$ cat config.mk
export PLATFORM = sky130hd
export DESIGN_NAME = watbulb_sync_fifo_v2
export DESIGN_NICKNAME = d
export VERILOG_FILES = /design/src/rtl/watbulb_fifo_pkg.sv /design/src/rtl/watbulb_fifo_wrap_ptr.sv /design/src/rtl/watbulb_sync_fifo_v2.sv
export SDC_FILE = /design/constraint.sdc
export NUM_CORES = 1
export LEC_CHECK = 0
export ABC_AREA = 1
export CELL_PAD_IN_SITES_DETAIL_PLACEMENT = 1
export CELL_PAD_IN_SITES_GLOBAL_PLACEMENT = 1
export CORE_ASPECT_RATIO = 1.1
export CORE_MARGIN = 1
export CORE_UTILIZATION = 42
export DETAILED_ROUTE_END_ITERATION = 10
export PLACE_DENSITY = 0.88
export SETUP_SLACK_MARGIN = 0.5
export SLEW_MARGIN = 5
export SYNTH_ARGS = -nofsm -noshare
export SYNTH_HDL_FRONTEND = slang
export SYNTH_SLANG_ARGS = --single-unit
$ cat constraint.sdc
create_clock -name clk -period 2.4 [get_ports clk]
set_clock_uncertainty 0.2 [all_clocks]
set_input_delay 0.72 -clock clk [delete_from_list [all_inputs] [get_ports clk]]
set_output_delay 0.72 -clock clk [all_outputs]
set_load 0.01 [all_outputs]
$ cat src/rtl/watbulb_fifo_pkg.sv
// Shared types and width helpers for the watbulb parametrised FIFO.
package watbulb_fifo_pkg;

    typedef enum logic {RD_REG, RD_FWFT} rd_mode_e;

    function automatic int unsigned ptr_w(input int unsigned depth);
        return (depth <= 2) ? 1 : $clog2(depth);
    endfunction

    function automatic int unsigned lvl_w(input int unsigned depth);
        return $clog2(depth + 1);
    endfunction

    function automatic bit params_legal(input int unsigned depth, input int unsigned af,
                                        input int unsigned ae);
        return (depth >= 2) && (ae < af) && (af <= depth);
    endfunction

endpackage

$ cat src/rtl/watbulb_fifo_wrap_ptr.sv
// Modulo-DEPTH pointer; wraps DEPTH-1 -> 0 explicitly so non-power-of-2 depths work.
module watbulb_fifo_wrap_ptr
    import watbulb_fifo_pkg::*;
#(
    parameter int unsigned DEPTH = 4,
    localparam int unsigned PW = ptr_w(DEPTH)
) (
    input  logic          clk,
    input  logic          rst,
    input  logic          inc,
    output logic [PW-1:0] ptr
);

    localparam logic [PW-1:0] LAST = PW'(DEPTH - 1);

    always_ff @(posedge clk or posedge rst) begin
        if (rst) begin
            ptr <= '0;
        end else if (inc) begin
            ptr <= (ptr == LAST) ? '0 : ptr + 1'b1;
        end
    end

endmodule

$ cat src/rtl/watbulb_sync_fifo_v2.sv
// Parametrised single-clock FIFO with registered or first-word-fall-through read,
// threshold flags, fill level and sticky overflow/underflow.
module watbulb_sync_fifo_v2
    import watbulb_fifo_pkg::*;
#(
    parameter int unsigned DATA_WIDTH = 8,
    parameter int unsigned DEPTH      = 4,
    parameter int unsigned FWFT       = 0,
    parameter int unsigned AF_THRESH  = DEPTH - 1,
    parameter int unsigned AE_THRESH  = 1,
    localparam int unsigned LW = lvl_w(DEPTH)
) (
    input  logic                  clk,
    input  logic                  rst,
    input  logic                  wr_en,
    input  logic [DATA_WIDTH-1:0] wr_data,
    input  logic                  rd_en,
    output logic [DATA_WIDTH-1:0] rd_data,
    output logic                  rd_valid,
    output logic                  full,
    output logic                  empty,
    output logic                  almost_full,
    output logic                  almost_empty,
    output logic [LW-1:0]         level,
    output logic                  overflow,
    output logic                  underflow,
    input  logic                  clr_err
);

    localparam int unsigned   PW      = ptr_w(DEPTH);
    localparam rd_mode_e      RD_MODE = (FWFT != 0) ? RD_FWFT : RD_REG;
    localparam logic [LW-1:0] DEPTH_L = LW'(DEPTH);
    localparam logic [LW-1:0] AF_L    = LW'(AF_THRESH);
    localparam logic [LW-1:0] AE_L    = LW'(AE_THRESH);

    if (!params_legal(DEPTH, AF_THRESH, AE_THRESH)) begin : g_bad_params
        $error("watbulb_sync_fifo_v2: need DEPTH>=2 and AE_THRESH < AF_THRESH <= DEPTH");
    end

    logic [DATA_WIDTH-1:0] mem [DEPTH];
    logic [PW-1:0]         wr_ptr, rd_ptr;
    logic                  wr_acc, rd_acc;
    logic [LW-1:0]         level_q, level_d;
    logic                  full_q, empty_q, af_q, ae_q, ovf_q, unf_q;

    // Accept decisions look only at registered flags; no write-to-read bypass.
    assign wr_acc = wr_en & ~full_q;
    assign rd_acc = rd_en & ~empty_q;

    always_comb begin
        level_d = level_q + LW'(wr_acc) - LW'(rd_acc);
    end

    watbulb_fifo_wrap_ptr #(.DEPTH(DEPTH)) u_wr_ptr (
        .clk (clk),
        .rst (rst),
        .inc (wr_acc),
        .ptr (wr_ptr)
    );

    watbulb_fifo_wrap_ptr #(.DEPTH(DEPTH)) u_rd_ptr (
        .clk (clk),
        .rst (rst),
        .inc (rd_acc),
        .ptr (rd_ptr)
    );

    always_ff @(posedge clk) begin
        if (wr_acc) begin
            mem[wr_ptr] <= wr_data;
        end
    end

    always_ff @(posedge clk or posedge rst) begin
        if (rst) begin
            level_q <= '0;
            full_q  <= 1'b0;
            empty_q <= 1'b1;
            af_q    <= 1'b0;
            ae_q    <= 1'b1;
            ovf_q   <= 1'b0;
            unf_q   <= 1'b0;
        end else begin
            level_q <= level_d;
            full_q  <= (level_d == DEPTH_L);
            empty_q <= (level_d == '0);
            af_q    <= (level_d >= AF_L);
            ae_q    <= (level_d <= AE_L);
            // A fresh error in the clearing cycle keeps the flag set.
            ovf_q   <= (ovf_q & ~clr_err) | (wr_en & full_q);
            unf_q   <= (unf_q & ~clr_err) | (rd_en & empty_q);
        end
    end

    if (RD_MODE == RD_REG) begin : g_rd_reg
        logic [DATA_WIDTH-1:0] rd_data_q;
        logic                  rd_valid_q;

        always_ff @(posedge clk or posedge rst) begin
            if (rst) begin
                rd_data_q  <= '0;
                rd_valid_q <= 1'b0;
            end else begin
                rd_valid_q <= rd_acc;
                if (rd_acc) begin
                    rd_data_q <= mem[rd_ptr];
                end
            end
        end

        assign rd_data  = rd_data_q;
        assign rd_valid = rd_valid_q;
    end else begin : g_rd_fwft
        // Masked while empty so the head reads as zero out of reset.
        assign rd_data  = empty_q ? '0 : mem[rd_ptr];
        assign rd_valid = ~empty_q;
    end

    assign level        = level_q;
    assign full         = full_q;
    assign empty        = empty_q;
    assign almost_full  = af_q;
    assign almost_empty = ae_q;
    assign overflow     = ovf_q;
    assign underflow    = unf_q;

endmodule

==> flow_summary.ini, run 1 <==
[status]
status = complete, no violations

[synth]
synth-seq-cells = 54
ys_warn_count = 0
avgSynthCellArea_um2 = 10.2
synth.top_cell.area_share = 0.408
yosysTopAreaCell = edfxtp_1
syn-cell-area_mm2 = 0.00236
synthTopCellsByArea = edfxtp_1 (41%), dfrtp_1 (21%), nand2_1 (11%)
ys_types = 19
synthesis.nets = 252
synth-seq-area-share = 0.642
netlist_instances = 231

[min_path]
hp-class = reg -> reg
worstHoldPathCells = 2

[worst_setup_path]
reg2reg_setup_slack_ns = 0.32
cp_max_fo = 2
path_class = reg -> reg
slowest_delay_ns = 0.57
rr_worst_depth = 8
cp_slowest_cell = dfstp_2
worstPathRequired_ns = 2.40
startpoint_type = flop
cp-end-kind = flop
arrival_ns = 2.08
crit_chain = nor2_4, ha_4, inv_2, ha_4, fa_2, inv_2, nand2_2, nor2_1

[sta]
maxClockFrequency_mhz = 480
finalCritPeriodShare = 0.868
tightest_slew_ns = 0.712
grt_setup_unrepaired = yes
post-route-min-period_ns = 2.08
hold-worst-slack_ns = 0.293
maxSlewViolCount = 0
finalHoldViolations = 0
finalSetupViolCount = 0
slew_headroom = 0.525

[cells_and_area]
antennaDiodeCount = 0
areaGrowthSynthToFinish_pct = 25.5
final_nets = 302
design_area_mm2 = 0.00296
final_common_cell = nand2_1
finalNonFillerCells = 357
finish.utilization = 0.548
drive_above_1_share = 0.209
mostFrequentLayoutCells = nand2_1 (62), inv_1 (47), edfxtp_1 (32), dfrtp_1 (20), buf_4 (17)

[drt]
first_pass_iters = 4
viasPerCell = 4.48
wl_per_cell_um = 14.1
drc_errors = 0
routed_wl_um = 5040
postRouteAntennaNets = 0
dr_total_vias = 1600
drt_iter0_drc = 86

[grt]
antenna_found_initial = 0
grt_overflow_total = 0
grtUsageTotal = 0.193
grt_max_degree = 23
grt_pass1_vias = 1651
grt_first_pass_wirelength_um = 8150

[die]
die_area_mm2 = 0.00592
die_h_um = 80.6
num_rows = 28
start_util = 0.437
boundaryPins = 31
die_w_um = 73.4
coreArea_mm2 = 0.00540

[place]
numPortBuffers = 30
placed_cells = 338
gp_congestion = 0.702
placed_cell_area_mm2 = 0.00280
hpwl_um = 3450

[clock_network]
htreeDepth = 2
cts.sinks = 54
clkLatencyLatePin_ns = 0.30
root_buffer = clkbuf_8
clk_pin_slew_ns = 0.09
ctsHoldBuffers = 0
tritoncts = built
clock_path_buffers = 2
numCtsBuffers = 5

[power]
max-vdd-ir-drop_mv = 0.454
p_leak_nw = 1.42
pwr_density_cell_mw_per_mm2 = 1140
power_mw = 3.36

[run]
cap_violations = 0
[metrics by stage]
| stage | TNS [ns] | setup WS, ns |
|---|---|---|
| floorplan | 0 | 0.0711 |
| global placement | -2.43 | -0.457 |
| detailed placement | -2.92 | -0.578 |
| CTS | 0 | 0.329 |
| global route | 0 | 0.282 |
| finish | 0 | 0.318 |
[power by group]
group	leakage (nW)	internal, mW	total (mW)	switching, mW
Combinational	0.816	0.619	1.43	0.808
Sequential	0.557	1.26	1.46	0.196
Clock	0.0426	0.201	0.475	0.274
[state kept, by name (all words and copies together) (netlist names)]
signal and count:
almost_empty 1, almost_full 1, empty 1, full 1, level 3, mem 32
overflow 1, rd_data 8, rd_valid 1, u_rd_ptr.ptr 2, u_wr_ptr.ptr 2, underflow 1
[repair_timing]
| item | CTS | global route |
|---|---|---|
| resized for setup | 49 | 13 |
| endpoints found under the hold margin | 0 | 0 |
| setup buffers | 9 | 2 |
| endpoints found under the setup margin | 65 | 20 |
| pin swaps | 7 | 1 |
[cell type report]
type,instances,area (µm²)
inverter,54,220
clock inverter,2,8.76
sequential,54,1510
timing repair buffer,48,422
multi-input combinational,118,627
fill,634,2440
clock buffer,6,72.6
tap,75,93.8
[cells in the mapped netlist, drive strengths merged]
cell,number
dfstp,2
a21oi,3
nor2,10
fa,1
nand3,17
ha,7
inv,54
buf,5
nand2,75
dfrtp,20
o21ai,5
edfxtp,32
[path summary, 6_finish.rpt]
| check | start | endpoint |
|---|---|---|
| worst max-delay path | empty$_DFF_PP1_ | full$_DFF_PP0_ |
| worst min-delay path | rd_data[3]$_DFFE_PP0P_ | rd_data[3]$_DFFE_PP0P_ |
| worst max register to register | empty$_DFF_PP1_ | full$_DFF_PP0_ |
| worst min register to register | rd_data[3]$_DFFE_PP0P_ | rd_data[3]$_DFFE_PP0P_ |
| max in group asynchronous | rst | almost_empty$_DFF_PP1_ |
| min in group asynchronous | rst | rd_data[0]$_DFFE_PP0P_ |
[critical path: cells and delay by family, from the launching register on]
kind	cells	cell delay [ns]
adder cells (fa/ha/maj)	3	0.96
buffers and inverters	2	0.10
AND/OR/NAND/NOR	3	0.16
flip-flops	1	0.57
[logic make-up (layout without fill, tap and decap cells)]
kind of cell,after synthesis,after routing,synth area share
AOI/OAI and AO/OA,8,8,0.0170
adders and majority gates,8,8,0.0456
buffers and inverters,59,110,0.111
DFF,54,54,0.642
and+or+nand+nor,102,102,0.184
[layer usage]
metal | vias to the layer above | global-route usage | part of all wire
met3 | 9 | 0.0339 | 0.030
met2 | 31 | 0.335 | 0.53
met5 | - | 0 | 0
met1 | 759 | 0.237 | 0.42
li1 | 801 | - | -
met4 | 0 | 0.0788 | 0.024
Note: power is estimated with default switching activity, not from simulation.
==> run 2: changes to the inputs <==
- CTS_CLUSTER_SIZE: not set -> 24
==> results of run 2 <==
No change in the layout: final DEF, timing and power equal those of run 1.
==> run 3: changes to the inputs <==
--- a/config.mk
+++ b/config.mk
@@ -14,8 +14,9 @@
 export CTS_CLUSTER_SIZE = 24
 export DETAILED_ROUTE_END_ITERATION = 10
-export PLACE_DENSITY = 0.88
+export PLACE_DENSITY = 0.84
 export SETUP_SLACK_MARGIN = 0.5
 export SLEW_MARGIN = 5
 export SYNTH_ARGS = -nofsm -noshare
 export SYNTH_HDL_FRONTEND = slang
+export SYNTH_HIERARCHICAL = 1
 export SYNTH_SLANG_ARGS = --single-unit
==> constraint.sdc (replaced) <==
create_clock -name clk -period 2.4 [get_ports clk]
set_clock_uncertainty 0.2 [all_clocks]
set_input_delay 0.72 -clock clk [delete_from_list [all_inputs] [get_ports clk]]
set_output_delay 0.72 -clock clk [all_outputs]
set_load 0.02 [all_outputs]
==> run 3 against run 2 <==
Against the previous run:
- count of clock-buffer cells in the layout is the same
- synthesized cell count is 0.87% higher
- combinational power up 4%
- largest power group is now combinational logic
- sequential power about the same
- sequential share of layout area increased by 1.1 points
==> flow_summary.ini, run 3 <==
[status]
status = complete, no violations

[power]
p_seq_frac = 0.426
p_leak_nw = 1.42
p_comb_frac = 0.434
max-vdd-ir-drop_mv = 0.697
p_int_mw = 2.03
p_switching_mw = 1.41
clkPwrFrac = 0.140
pwr_density_cell_mw_per_mm2 = 1190
sw_frac_of_total = 0.409

[grt]
grt_pass1_vias = 1798
grt_overflow_total = 0
grt_first_pass_wirelength_um = 8790
grtUsageTotal = 0.210
antenna_found_initial = 0
grt_max_degree = 17

[worst_setup_path]
crit_chain = buf_6, inv_2, nor2_4, ha_4, inv_2, ha_4, fa_2, inv_2, nand2_2, nor2_2
worstPathRequired_ns = 2.40
slowest_delay_ns = 0.54
cp_max_fo = 2
arrival_ns = 2.11
startpoint_type = primary input
cp-end-kind = flop
cpMostUsedCell = inv_2
cp_slowest_cell = fa_2
path_class = in -> reg

[cells_and_area]
final_common_cell = nand2_1
finish.utilization = 0.540
final_nets = 299
num-fill-cells = 630
drive_above_1_share = 0.270
multiInputGateArea_um2 = 643
areaGrowthSynthToFinish_pct = 24.8
sequential_cell_area_mm2 = 0.00151
largest-register = mem
antennaDiodeCount = 0
finalNonFillerCells = 357
largest_reg_flops = 32
mostFrequentLayoutCells = nand2_1 (75), inv_1 (46), edfxtp_1 (32), dfrtp_1 (20), buf_4 (16)

[sta]
finalCritPeriodShare = 0.876
finalSetupViolCount = 0
post-route-min-period_ns = 2.10
tightest_slew_ns = 0.548
maxSlewViolCount = 0
maxClockFrequency_mhz = 476
fin_tns_setup_ns = 0
hold-worst-slack_ns = 0.280
slew_headroom = 0.635
grt_setup_unrepaired = yes
finalHoldViolations = 0

[die]
die_area_mm2 = 0.00583
boundaryPins = 31
num_rows = 28
coreArea_mm2 = 0.00536
die_h_um = 80.0
die_w_um = 72.9
start_util = 0.433

[synth]
ys_types = 20
async_flop_share = 0.407
avgSynthCellArea_um2 = 9.96
netlist_instances = 233
syn-cell-area_mm2 = 0.00232
synthTopCellsByArea = edfxtp_1 (41%), dfrtp_1 (22%), nand2_1 (13%)
ys_warn_count = 6
synth_edf_count = 32
ys.flop_type = edfxtp_1
synthesis.nets = 251
synth-seq-cells = 54
synth_most_common_cell = nand2_1
synth_common_cells = nand2_1 (79), inv_1 (51), edfxtp_1 (32)
synth.top_cell.area_share = 0.414
synth-seq-area-share = 0.652
yosysTopAreaCell = edfxtp_1

[clock_network]
clock_path_buffers = 2
clk_pin_slew_ns = 0.09
root_buffer = clkbuf_8
tritoncts = built
clkLatencyLatePin_ns = 0.30
cts.sinks = 54
ctsHoldBuffers = 0
numCtsBuffers = 5
htreeDepth = 2

[place]
numPortBuffers = 30
hpwl_um = 3780
placed_cells = 342
gp_congestion = 0.710

[drt]
drt_iter0_drc = 78
viasPerCell = 4.66
first_pass_iters = 6
dr_total_vias = 1662
routed_wl_um = 5560
postRouteAntennaNets = 0
wl_per_cell_um = 15.6
drc_errors = 0

[run]
cap_violations = 0

[min_path]
hp-class = reg -> reg
==> run 3: area by class of cell <==
| type | instances | share of cell area |
|---|---|---|
| flip-flops and latches | 54 | 0.523 |
| multi-input cells | 120 | 0.222 |
| repair buffers | 45 | 0.122 |
| inverters | 55 | 0.0730 |
| well taps | 75 | 0.0324 |
| clock buffers | 6 | 0.0251 |
| clock inverters | 2 | 0.00302 |
==> run 3: per-layer routing <==
layer	global-route usage	vias to the layer above	wire length, µm
li1	-	802	-
met1	0.240	803	2240
met2	0.376	36	2910
met3	0.0417	21	172
met4	0.0902	0	240
met5	0	-	0
==> run 3: worst max-delay path: cells and delay by family <==
family / cells / cell delay [ns]
adders and majority gates: 3 / 0.95
buffers and inverters: 4 / 0.26
and+or+nand+nor: 3 / 0.17
==> run 3: power groups by stage <==
stage / clock, mW / sequential [mW] / combinational [mW]
floorplan: 0 / 1.55 / 0.747
global placement: 0 / 1.47 / 1.25
detailed placement: 0 / 1.49 / 1.34
CTS: 0.493 / 1.46 / 1.47
global route: 0.524 / 1.49 / 1.65
finish: 0.481 / 1.46 / 1.49
==> run 3: kinds of logic after synthesis <==
family | synth area share
AOI/OAI and AO/OA | 0.00647
buffers and inverters | 0.107
and+or+nand+nor | 0.204
adders and majority gates | 0.0302
DFF | 0.652
==> run 3: final timing paths <==
path	startpoint	endpoint	slack, ns	cells past startpoint
max in group asynchronous	rst	rd_data[6]$_DFFE_PP0P_	0.96	3
setup reg to reg	empty$_DFF_PP1_	full$_DFF_PP0_	0.30	8
min in group asynchronous	rst	u_rd_ptr/ptr[1]$_DFFE_PP0P_	0.47	2
hold reg to reg	rd_data[0]$_DFFE_PP0P_	rd_data[0]$_DFFE_PP0P_	0.28	2
setup / recovery	rd_en	full$_DFF_PP0_	0.30	10
hold / removal	rd_data[0]$_DFFE_PP0P_	rd_data[0]$_DFFE_PP0P_	0.28	2
==> run 3: what timing repair did <==
item	CTS	global route
setup endpoints to repair	57	18
endpoints found under the hold margin	0	0
setup buffers	5	2
pin swaps	8	4
resized for setup	81	16
==> run 3: metrics by stage <==
stage                     power (mW)  worst slack, ns  cell area (µm²)
after CTS                       3.43            0.339             2920
after global routing            3.66            0.279             2900
after floorplan                 2.30           0.0835             2340
after detailed placement        2.83           -0.563             2760
after global placement          2.73           -0.374             2760
final                           3.43            0.299             2900
